`src/rtl/ddr_wr_serializer_if.sv`:
```
// Write-burst bus between the write-data FIFO / command side and the
// DDR write serializer, including the ODDR-facing rise/fall pairs.
interface ddr_wr_serializer_if #(
  parameter int DQ_W = 16,
  parameter int DM_W = DQ_W / 8
);
  logic                wr_start;
  logic                busy;
  logic [2*DQ_W-1:0]   wd_data;
  logic [2*DM_W-1:0]   wd_mask;
  logic                wd_valid;
  logic                wd_ready;
  logic [DQ_W-1:0]     dq_rise;
  logic [DQ_W-1:0]     dq_fall;
  logic [DM_W-1:0]     dm_rise;
  logic [DM_W-1:0]     dm_fall;
  logic                dq_oe;
  logic                dqs_rise;
  logic                dqs_fall;
  logic                dqs_oe;
  logic                err_underrun;
  logic                err_overlap;
  logic                err_clr;

  modport master (
    output wr_start, wd_data, wd_mask, wd_valid, err_clr,
    input  busy, wd_ready, dq_rise, dq_fall, dm_rise, dm_fall,
           dq_oe, dqs_rise, dqs_fall, dqs_oe, err_underrun, err_overlap
  );

  modport slave (
    input  wr_start, wd_data, wd_mask, wd_valid, err_clr,
    output busy, wd_ready, dq_rise, dq_fall, dm_rise, dm_fall,
           dq_oe, dqs_rise, dqs_fall, dqs_oe, err_underrun, err_overlap
  );
endinterface

```
`src/rtl/ddr_wr_serializer.sv`:
```
// DDR2 write-burst serializer: waits the write latency after wr_start,
// sends the DQS preamble, streams BURST_CYC rise/fall beats pulled from the
// write-data FIFO, then sends the DQS postamble. Every output is a register
// so the ODDR primitives capture rise/fall pairs on the same edge.
// Optional macro DDR_WR_BURST_CNT_EN adds a saturating burst_cnt output.
module ddr_wr_serializer #(
  parameter int DQ_W      = 16,
  parameter int DM_W      = DQ_W / 8,
  parameter int WL        = 3,
  parameter int BURST_CYC = 2
) (
  input  logic                 C,
  input  logic                 R,
  ddr_wr_serializer_if.slave   bus
`ifdef DDR_WR_BURST_CNT_EN
  ,
  output logic [15:0]          burst_cnt
`endif
);

  typedef enum logic [2:0] {IDLE, WAIT, PRE, DATA, POST} state_t;

  localparam logic [3:0] WAIT_INIT = 4'(WL - 2);
  localparam logic [1:0] BEAT_LAST = 2'(BURST_CYC - 1);

  state_t      state, state_nxt;
  logic [3:0]  wait_cnt, wait_cnt_nxt;
  logic [1:0]  beat_cnt, beat_cnt_nxt;
  logic        wd_ready_nxt;

  logic            busy_p0;
  logic            wd_ready_p0;
  logic [DQ_W-1:0] dq_rise_p0, dq_fall_p0;
  logic [DM_W-1:0] dm_rise_p0, dm_fall_p0;
  logic            dq_oe_p0, dqs_rise_p0, dqs_oe_p0;
  logic            err_underrun_p0, err_overlap_p0;
  logic            underrun_evt, overlap_evt;

  // Next-state logic; outputs are registered from the next state so they
  // line up with the state they describe.
  always_comb begin
    state_nxt    = state;
    wait_cnt_nxt = wait_cnt;
    beat_cnt_nxt = beat_cnt;
    case (state)
      IDLE: begin
        if (bus.wr_start) begin
          state_nxt    = WAIT;
          wait_cnt_nxt = WAIT_INIT;
        end
      end
      WAIT: begin
        if (wait_cnt == 4'd0) state_nxt = PRE;
        else                  wait_cnt_nxt = wait_cnt - 4'd1;
      end
      PRE: begin
        state_nxt    = DATA;
        beat_cnt_nxt = 2'd0;
      end
      DATA: begin
        if (beat_cnt == BEAT_LAST) begin
          state_nxt    = POST;
          beat_cnt_nxt = 2'd0;
        end else begin
          beat_cnt_nxt = beat_cnt + 2'd1;
        end
      end
      POST:    state_nxt = IDLE;
      default: state_nxt = IDLE;
    endcase
    // A word is requested one cycle ahead of each DATA beat: during PRE and
    // every DATA beat except the last.
    wd_ready_nxt = (state_nxt == PRE) ||
                   ((state_nxt == DATA) && (beat_cnt_nxt != BEAT_LAST));
  end

  // State and counter registers.
  always_ff @(posedge C) begin
    if (R) begin
      state    <= IDLE;
      wait_cnt <= 4'd0;
      beat_cnt <= 2'd0;
    end else begin
      state    <= state_nxt;
      wait_cnt <= wait_cnt_nxt;
      beat_cnt <= beat_cnt_nxt;
    end
  end

  // Output stage: strobes/enables from the next state, data captured from
  // the FIFO word on every edge where wd_ready was high.
  always_ff @(posedge C) begin
    if (R) begin
      busy_p0     <= 1'b0;
      wd_ready_p0 <= 1'b0;
      dq_oe_p0    <= 1'b0;
      dqs_rise_p0 <= 1'b0;
      dqs_oe_p0   <= 1'b0;
      dq_rise_p0  <= '0;
      dq_fall_p0  <= '0;
      dm_rise_p0  <= '0;
      dm_fall_p0  <= '0;
    end else begin
      busy_p0     <= (state_nxt != IDLE);
      wd_ready_p0 <= wd_ready_nxt;
      dq_oe_p0    <= (state_nxt == DATA);
      dqs_rise_p0 <= (state_nxt == DATA);
      dqs_oe_p0   <= (state_nxt == PRE) || (state_nxt == DATA) || (state_nxt == POST);
      if (wd_ready_p0 && bus.wd_valid) begin
        dq_rise_p0 <= bus.wd_data[DQ_W-1:0];
        dq_fall_p0 <= bus.wd_data[2*DQ_W-1:DQ_W];
        dm_rise_p0 <= bus.wd_mask[DM_W-1:0];
        dm_fall_p0 <= bus.wd_mask[2*DM_W-1:DM_W];
      end else if (wd_ready_p0) begin
        // Starved beat: keep burst timing, mask every byte lane.
        dq_rise_p0 <= '0;
        dq_fall_p0 <= '0;
        dm_rise_p0 <= '1;
        dm_fall_p0 <= '1;
      end else begin
        dq_rise_p0 <= '0;
        dq_fall_p0 <= '0;
        dm_rise_p0 <= '0;
        dm_fall_p0 <= '0;
      end
    end
  end

  assign underrun_evt = wd_ready_p0 && !bus.wd_valid;
  assign overlap_evt  = bus.wr_start && (state != IDLE);

  // Sticky error flags; a new event on the clearing edge wins.
  always_ff @(posedge C) begin
    if (R) begin
      err_underrun_p0 <= 1'b0;
      err_overlap_p0  <= 1'b0;
    end else begin
      err_underrun_p0 <= (err_underrun_p0 && !bus.err_clr) || underrun_evt;
      err_overlap_p0  <= (err_overlap_p0  && !bus.err_clr) || overlap_evt;
    end
  end

`ifdef DDR_WR_BURST_CNT_EN
  // Completed-burst counter, bumped on POST->IDLE and held at all-ones.
  always_ff @(posedge C) begin
    if (R) begin
      burst_cnt <= 16'd0;
    end else if ((state == POST) && (burst_cnt != 16'hFFFF)) begin
      burst_cnt <= burst_cnt + 16'd1;
    end
  end
`endif

  assign bus.busy         = busy_p0;
  assign bus.wd_ready     = wd_ready_p0;
  assign bus.dq_rise      = dq_rise_p0;
  assign bus.dq_fall      = dq_fall_p0;
  assign bus.dm_rise      = dm_rise_p0;
  assign bus.dm_fall      = dm_fall_p0;
  assign bus.dq_oe        = dq_oe_p0;
  assign bus.dqs_rise     = dqs_rise_p0;
  assign bus.dqs_fall     = 1'b0;
  assign bus.dqs_oe       = dqs_oe_p0;
  assign bus.err_underrun = err_underrun_p0;
  assign bus.err_overlap  = err_overlap_p0;

endmodule

```
`src/flat_wrapper.sv`:
```
// flat-port wrapper written by rule: the top's interface ports become plain ports
module ddr_wr_serializer_flat 
#(
  parameter int DQ_W      = 16,
  parameter int DM_W      = DQ_W / 8,
  parameter int WL        = 3,
  parameter int BURST_CYC = 2
)
  (C, R, bus_wr_start, bus_wd_data, bus_wd_mask, bus_wd_valid, bus_err_clr, bus_busy, bus_wd_ready, bus_dq_rise, bus_dq_fall, bus_dm_rise, bus_dm_fall, bus_dq_oe, bus_dqs_rise, bus_dqs_fall, bus_dqs_oe, bus_err_underrun, bus_err_overlap);
  ddr_wr_serializer_if #(.DQ_W(DQ_W), .DM_W(DM_W)) bus_i ();
  input  logic C;
  input  logic R;
  input wire logic [$bits(bus_i.wr_start)-1:0] bus_wr_start;
  input wire logic [$bits(bus_i.wd_data)-1:0] bus_wd_data;
  input wire logic [$bits(bus_i.wd_mask)-1:0] bus_wd_mask;
  input wire logic [$bits(bus_i.wd_valid)-1:0] bus_wd_valid;
  input wire logic [$bits(bus_i.err_clr)-1:0] bus_err_clr;
  output wire logic [$bits(bus_i.busy)-1:0] bus_busy;
  output wire logic [$bits(bus_i.wd_ready)-1:0] bus_wd_ready;
  output wire logic [$bits(bus_i.dq_rise)-1:0] bus_dq_rise;
  output wire logic [$bits(bus_i.dq_fall)-1:0] bus_dq_fall;
  output wire logic [$bits(bus_i.dm_rise)-1:0] bus_dm_rise;
  output wire logic [$bits(bus_i.dm_fall)-1:0] bus_dm_fall;
  output wire logic [$bits(bus_i.dq_oe)-1:0] bus_dq_oe;
  output wire logic [$bits(bus_i.dqs_rise)-1:0] bus_dqs_rise;
  output wire logic [$bits(bus_i.dqs_fall)-1:0] bus_dqs_fall;
  output wire logic [$bits(bus_i.dqs_oe)-1:0] bus_dqs_oe;
  output wire logic [$bits(bus_i.err_underrun)-1:0] bus_err_underrun;
  output wire logic [$bits(bus_i.err_overlap)-1:0] bus_err_overlap;
  assign bus_i.wr_start = bus_wr_start;
  assign bus_i.wd_data = bus_wd_data;
  assign bus_i.wd_mask = bus_wd_mask;
  assign bus_i.wd_valid = bus_wd_valid;
  assign bus_i.err_clr = bus_err_clr;
  assign bus_busy = bus_i.busy;
  assign bus_wd_ready = bus_i.wd_ready;
  assign bus_dq_rise = bus_i.dq_rise;
  assign bus_dq_fall = bus_i.dq_fall;
  assign bus_dm_rise = bus_i.dm_rise;
  assign bus_dm_fall = bus_i.dm_fall;
  assign bus_dq_oe = bus_i.dq_oe;
  assign bus_dqs_rise = bus_i.dqs_rise;
  assign bus_dqs_fall = bus_i.dqs_fall;
  assign bus_dqs_oe = bus_i.dqs_oe;
  assign bus_err_underrun = bus_i.err_underrun;
  assign bus_err_overlap = bus_i.err_overlap;
  ddr_wr_serializer #(.DQ_W(DQ_W), .DM_W(DM_W), .WL(WL), .BURST_CYC(BURST_CYC)) u_core (.C(C), .R(R), .bus(bus_i));
endmodule
```
`config.mk`:
```
export PLATFORM = sky130hd
export DESIGN_NAME = ddr_wr_serializer_flat
export DESIGN_NICKNAME = d
export VERILOG_FILES = /design/src/rtl/ddr_wr_serializer_if.sv /design/src/rtl/ddr_wr_serializer.sv /design/src/flat_wrapper.sv
export SDC_FILE = /design/constraint.sdc
export NUM_CORES = 1
export LEC_CHECK = 0
export CELL_PAD_IN_SITES_DETAIL_PLACEMENT = 0
export CELL_PAD_IN_SITES_GLOBAL_PLACEMENT = 1
export CORE_MARGIN = 5
export CORE_UTILIZATION = 47
export CTS_CLUSTER_SIZE = 25
export DETAILED_ROUTE_END_ITERATION = 8
export DONT_BUFFER_PORTS = 1
export GPL_TIMING_DRIVEN = 0
export PLACE_DENSITY = 0.85
export SYNTH_ARGS = -nofsm -noshare
export SYNTH_HDL_FRONTEND = slang
export SYNTH_SLANG_ARGS = --single-unit
```
`constraint.sdc`:
```
create_clock -name C -period 4.5 [get_ports C]
set_input_delay 0.9 -clock C [delete_from_list [all_inputs] [get_ports C]]
set_output_delay 0.9 -clock C [all_outputs]
set_load 0.1 [all_outputs]
```
# Yosys cells after proc, flatten, opt, wreduce, memory -nomap -nowiden
# Index checks and enable logic that the tools add are counted.
# word_totals
reg_bits	51
word_cells	58
out_inout_bits	44
input_bits	41
# classes
bitwise	1
addsub	2
n_reduce_logical	20
eq_ne	10
mux	12
# ops
op	n
$eq A3 B2 Y1 const B	4
$pmux W3 S4	1
$mux W3	3
$mux W2	4
$mux W4	2
$pmux W4 S2	1
$logic_and A1 B1 Y1	6
$reduce_bool A3 Y1	2
$logic_or A1 B1 Y1	5
$logic_not A4 Y1	1
$ne A2 B2 Y1 const B	2
$pmux W2 S2	1
$sub A4 B1 Y4 const B	1
$eq A3 B1 Y1 const B	1
$eq A3 B3 Y1 const B	1
$logic_not A3 Y1	1
$reduce_and A3 Y1	1
$add A2 B1 Y2 const B	1
$eq A2 B1 Y1 const B	1
$logic_not A1 Y1	2
$ne A2 B1 Y1 const B	1
$reduce_bool A2 Y1	1
$reduce_or A2 Y1	1
$not A1 Y1	1

# Depth between registers and ports, before layout
# Gate-level depths: netlist of the first run.
# depth
depth_word	6
depth_mapped	5
mapped_depth_nobuf	5

# Least setup slack after synthesis of the first run
# Ideal clock, no wire load.
# synth_path
path_kind	register to output
start	register, netlist name u_core.bus.dq_oe
end	output port bus_dqs_rise
arrival_ns	1.356
t_required_ns	3.600
path_stages_with_launch	2
slack_ns	2.244
path_buffers	1
path_cell_list	dfxtp_1 -> buf_4
# synth_lines
item	line_no	text
to (decl)	flat_wrapper.sv:25	output wire logic [$bits(bus_i.dqs_rise)-1:0] bus_dqs_rise;

==> results of run 1 <==
## synthesized netlist by cell type
library cell	number	area, sq um
dfxtp_1	51	1020
and2_1	32	200
inv_1	10	37.5
a21oi_1	9	45.0
nor2_1	6	22.5
clkbuf_1	4	15.0
nor2b_1	4	25.0
nor3_1	4	20.0
o21ai_0	4	20.0
nand2b_1	3	18.8
or4_1	3	22.5
buf_4	2	15.0
ha_1	2	25.0
o21bai_1	2	15.0
or3_1	2	12.5
a22oi_1	1	7.51
a311oi_1	1	8.76
a32oi_1	1	8.76
and3b_1	1	8.76
buf_6	1	11.3
conb_1	1	3.75
mux2_2	1	11.3
nand2_1	1	3.75
nand3b_1	1	7.51
nor3b_1	1	7.51
nor4b_1	1	8.76
nor4bb_1	1	10.0
o221ai_1	1	8.76
o32ai_1	1	8.76
or2_1	1	6.26
or3b_4	1	11.3
## worst paths after layout
kind                                  start                               end  slack, ns
max             u_core.bus.dq_oe$_SDFF_PP0_                      bus_dqs_rise       1.81
min reg2reg   u_core.beat_cnt[1]$_SDFF_PP0_     u_core.beat_cnt[1]$_SDFF_PP0_       0.49
min           u_core.beat_cnt[1]$_SDFF_PP0_     u_core.beat_cnt[1]$_SDFF_PP0_       0.49
max reg2reg  u_core.bus.wd_ready$_SDFF_PP0_  u_core.bus.dq_fall[8]$_SDFF_PP0_       2.28
## through the flow
step	cells	area [sq um]	worst slack, ns	power (mW)	utilization
3_3_place_gp	200	1710	2.19	0.994	0.507
3_5_place_dp	200	1710	2.19	1.00	0.507
6_report	207	1760	1.81	1.18	0.522
5_1_grt	207	1760	1.76	1.25	0.522
2_1_floorplan	154	1650	2.24	0.959	-
4_1_cts	207	1760	1.77	1.19	0.522
## logic make-up (layout without fill, tap and decap cells)
family | after synthesis | after routing
other | 1 | 1
muxes | 1 | 1
buffers and inverters | 17 | 24
adders and majority gates | 2 | 2
and+or+nand+nor | 62 | 62
DFF | 51 | 51
AOI/OAI and AO/OA | 20 | 20
## flip-flops by register name, indices dropped and copies added, names as in the netlist
| signal | cells |
|---|---|
| u_core.bus.err_overlap | 1 |
| u_core.bus.busy | 1 |
| u_core.bus.dm_rise | 2 |
| u_core.state | 3 |
| u_core.bus.dm_fall | 2 |
| u_core.wait_cnt | 4 |
| u_core.beat_cnt | 2 |
| u_core.bus.dqs_oe | 1 |
| u_core.bus.wd_ready | 1 |
| u_core.bus.dq_rise | 16 |
| u_core.bus.dq_oe | 1 |
| u_core.bus.err_underrun | 1 |
| u_core.bus.dq_fall | 16 |
## power by group
part,internal [mW],switching [mW]
combinational,0.0847,0.111
clock,0.0584,0.132
sequential,0.504,0.294
## layout make-up
cell class	instances	area, sq um
Clock buffer	5	37.5
Buffer	7	41.3
Sequential cell	51	1020
Tap cell	46	57.6
Inverter	10	37.5
Fill cell	323	1610
Clock inverter	2	13.8
Multi-Input combinational cell	86	548
## metal layers
metal	wire length (microns)	GRT usage
met5	0	0
met3	393	0.0870
met4	23	0.0629
met2	1560	0.213
met1	1190	0.142
==> qor.yml, run 1 <==
skew_ns: 0.00786
relSlewSlack: 0.313
clk_pin_slew_ns: 0.13
finalHoldViolations: 0
cts-htree-levels: 2
crit_slowest_cell: "dfxtp_1"
maxCapViolations: 0
design.die.area_sq_um: 4790
drc: 0
start_util: 0.490
cts_made_buffers: 5
cts_buffer_depth: 2
critPathLaunchType: "flop"
worstMarginPinSlew_ns: 1.03
root_buffer: "clkbuf_4"
ff2ff_path_depth: 4
cts_resized: 0
grt_max_degree: 16
path_max_fanout: 2
synthesis.area_sq_um: 1650
required_ns: 3.60
cts_setup_buffers: 0
coreArea_sq_um: 3360
ios: 85
port_buffers: 0
ys_seq_area_frac: 0.620
muxShareOfSynthArea: 0.00683
syn_nets: 197
yosysWarningCount: 0
area.growth.synth_to_final_pct: 6.61
status: "complete, no violations"
track_usage: 0.136
worst-path-buf-inv: 1
cpPeakStageDelay_ns: 1.01
fp-row-count: 21
antenna_found_initial: 0
synthCells: 154
die_w_microns: 69.2
p_per_area_nw_per_um2: 673
setup-violations-final: 0
yosys.area_share.adder: 0.0152
synth_compound_gate_area_share: 0.0744
drv_slew: 0
holdPathStages: 2
synth-simple-area-share: 0.234
synthDistinctLibCells: 31
grt_setup_unrepaired: "no"
drt_iter0_markers: 48
antenna_left: 0
leakage_nw: 0.720
avgViaCountPerCell: 4.99
irDropWorstVdd_mv: 0.228
grt_pass1_wl_mm: 5.13
crit_family: "flip-flops"
layout-drive-gt1-share: 0.0745
crit_arrival_ns: 1.79
final_cell_mix: "dfxtp_1, and2_1, inv_1"
diodes: 0
holdWs_ns: 0.494
fp.dieH_microns: 69.2
overflow: 0
dr.pass1.iters: 4
yosys.area_share.xor_xnor: 0
gp_congestion: 0.798
grt_pass1_vias: 1080
hold_path.class: "flop to flop"
vias: 1032
clock_sinks: 51
fin_crit_sh: 0.599
insertion_delay_ns: 0.35
layout_commonest_cell: "dfxtp_1"
critical_path_class: "flop to primary output"
fin_nets: 204
cts_tree: "yes"
dpl.hpwl_mm: 2.51
syn_area_per_cell_sq_um: 10.7
cts_hold_buf: 0
critical_path_depth: 1
synth_top_family_by_area: "simple AND/OR/NAND/NOR gates"
wl_per_cell_microns: 15.3
crit_path_end_kind: "primary output"
ys_ff_latch: 51
finalSetupTns_ns: 0
fmax_mhz: 371
path_cells: "buf_4"
totalWireLength_mm: 3.17
min_period_ns: 2.69
(Power assumes the default switching activity.)
==> inputs of run 2 (changes only) <==
Settings changed: CORE_UTILIZATION 47 to 43, PLACE_DENSITY 0.85 to 0.79.
Clock period 4.5 ns to 2.8 ns, I/O delays scaled along.
==> run 2 against run 1 <==
Effect of this change: sequential power is 61% higher; global-route usage decreased by 1.8 points; first-iteration DRC count down 23%; design area rose by 4.1%; combinational power increased by 61%; final cell count up 1.4%; routed wire length decreased by 2.2%.
==> qor.yml, run 2 (synthesized netlist as in run 1, its figures left out) <==
cpPeakStageDelay_ns: 0.97  # -0.04 ns
skew_ns: 0.00700  # -0.000860 ns
drv_slew: 0  # unchanged
utilization: 0.496  # -0.0264
gp_congestion: 0.746  # -6.5%
maxCapViolations: 0  # unchanged
finalHoldViolations: 0  # unchanged
drc: 0  # unchanged
min_period_ns: 2.25
crit_start: "u_core.bus.dq_oe$_SDFF_PP0_"
reg2reg_to: "u_core.bus.dq_fall[6]$_SDFF_PP0_"
critical_path_depth: 1  # unchanged
layout_commonest_cell: "dfxtp_1"
start_util: 0.447  # -0.0432
fmax_mhz: 445
grt_pass1_wl_mm: 4.66  # -9.0%
grt_max_degree: 17  # +1
totalWireLength_mm: 3.10  # -2.2%
grt_pass1_vias: 1001  # -7.3%
crit_arrival_ns: 1.69  # -0.10 ns
critical_path_class: "flop to primary output"
p_sw_frac: 0.413  # -0.0402
crit_slowest_cell: "dfxtp_1"
die_w_microns: 71.9  # +3.9%
drt_iter0_markers: 37  # -23%
worstMarginPinSlew_ns: 1.02  # -0.0117 ns
relSlewSlack: 0.321  # +0.00779
crit_path_end_kind: "primary output"
path_cells: "buf_4"
design.die.area_sq_um: 5170  # +7.9%
power_frac_comb: 0.149  # -0.016
grt_setup_unrepaired: "no"
finalSetupTns_ns: 0  # unchanged
r2r_setup_slack_ns: 0.69  # -1.59 ns
antenna_left: 0  # unchanged
overflow: 0  # unchanged
intPower_mw: 1.24  # +92%
cts_hold_buf: 0  # unchanged
irDropWorstVdd_mv: 0.421  # +85%
wl_per_cell_microns: 14.8  # -3.6%
layout-drive-gt1-share: 0.0802  # +0.00571
hold_path.class: "input port to flop"
cts_made_buffers: 5  # unchanged
dpl.hpwl_mm: 2.48  # -1.3%
root_buffer: "clkbuf_8"
antenna_found_initial: 0  # unchanged
worst-path-buf-inv: 1  # unchanged
dp_cells: 202  # +1.0%
cts_resized: 0  # unchanged
cts_tree: "yes"
clkPwrFrac: 0.245  # +0.084
required_ns: 2.24  # -1.36 ns
cp-endpoint: "bus_dqs_rise"
fin_cells: 210  # +1.4%
leakage_nw: 0.751  # +4.3%
fp-row-count: 22  # +4.8%
p_per_area_nw_per_um2: 1150  # +71%
fp.dieH_microns: 71.9  # +3.9%
area.growth.synth_to_final_pct: 11.0
dr.pass1.iters: 4  # unchanged
vias: 1048  # +1.6%
pwr-share-seq: 0.606  # -0.068
insertion_delay_ns: 0.29  # -0.06 ns
clk_pin_slew_ns: 0.09  # -0.04 ns
fin_nets: 204  # unchanged
cts_setup_buffers: 0  # unchanged
critPathLaunchType: "flop"
p_switching_mw: 0.872  # +63%
track_usage: 0.118  # -0.0182
cts-htree-levels: 2  # unchanged
ios: 85  # unchanged
cts_buffer_depth: 2  # unchanged
fin_crit_sh: 0.803
coreArea_sq_um: 3690  # +9.7%
ff2ff_path_depth: 4  # unchanged
avgViaCountPerCell: 4.99  # about the same
setup-violations-final: 0  # unchanged
clock_sinks: 51  # unchanged
path_max_fanout: 2  # unchanged
port_buffers: 0  # unchanged
diodes: 0  # unchanged
status: "complete, no violations"
r2r_start: "u_core.bus.wd_ready$_SDFF_PP0_"
crit_family: "flip-flops"
final_cell_mix: "dfxtp_1, and2_1, inv_1"
min_from: "R"
-- run 2: cell count changes in the layout (fill, tap and decap cells not counted), sizes merged --
cell	change
clkbuf	+1
clkinv	-2
bufinv	+1
inv	+1
-- run 2: power groups by stage --
| stage | clock (mW) | combinational [mW] | sequential (mW) |
|---|---|---|---|
| 2_1_floorplan | 0 | 0.262 | 1.28 |
| 3_3_place_gp | 0 | 0.303 | 1.29 |
| 3_5_place_dp | 0 | 0.314 | 1.30 |
| 4_1_cts | 0.534 | 0.316 | 1.28 |
| 5_1_grt | 0.562 | 0.358 | 1.29 |
| 6_report | 0.518 | 0.314 | 1.28 |
-- run 2: worst min path at each step --
stage / endpoint / slack, ns / cells after the start
finish: u_core.beat_cnt[0]$_SDFF_PP0_ / 0.33 / 1
global route: u_core.state[0]$_SDFF_PP0_ / 0.32 / 1
CTS: u_core.beat_cnt[0]$_SDFF_PP0_ / 0.31 / 1
detailed placement: u_core.beat_cnt[1]$_SDFF_PP0_ / 0.46 / 2
global placement: u_core.beat_cnt[1]$_SDFF_PP0_ / 0.45 / 2
floorplan: u_core.beat_cnt[1]$_SDFF_PP0_ / 0.44 / 2
-- run 2: final cells by class --
class	instances	area, sq um
Clock buffer	6	82.6
Fill cell	340	1860
Multi-Input combinational cell	86	548
Tap cell	48	60.1
Buffer	7	41.3
Sequential cell	51	1020
Inverter	10	37.5
Clock inverter	2	38.8
-- run 2: layer usage --
metal / GRT usage / share of wire / wire, microns
met2: 0.200 / 0.50 / 1540
met4: 0.0438 / 0.013 / 39
met3: 0.0859 / 0.16 / 488
met1: 0.108 / 0.33 / 1040
met5: 0 / 0 / 0
-- run 2: per-stage QoR --
step | area (sq um) | hold WS (ns) | total power, mW | setup slack, ns
final | 1830 | 0.327 | 2.11 | 0.551
after global routing | 1830 | 0.316 | 2.21 | 0.433
after CTS | 1830 | 0.313 | 2.13 | 0.535
after detailed placement | 1710 | 0.460 | 1.61 | 0.628
after global placement | 1710 | 0.454 | 1.60 | 0.715
after floorplan | 1650 | 0.442 | 1.54 | 0.884
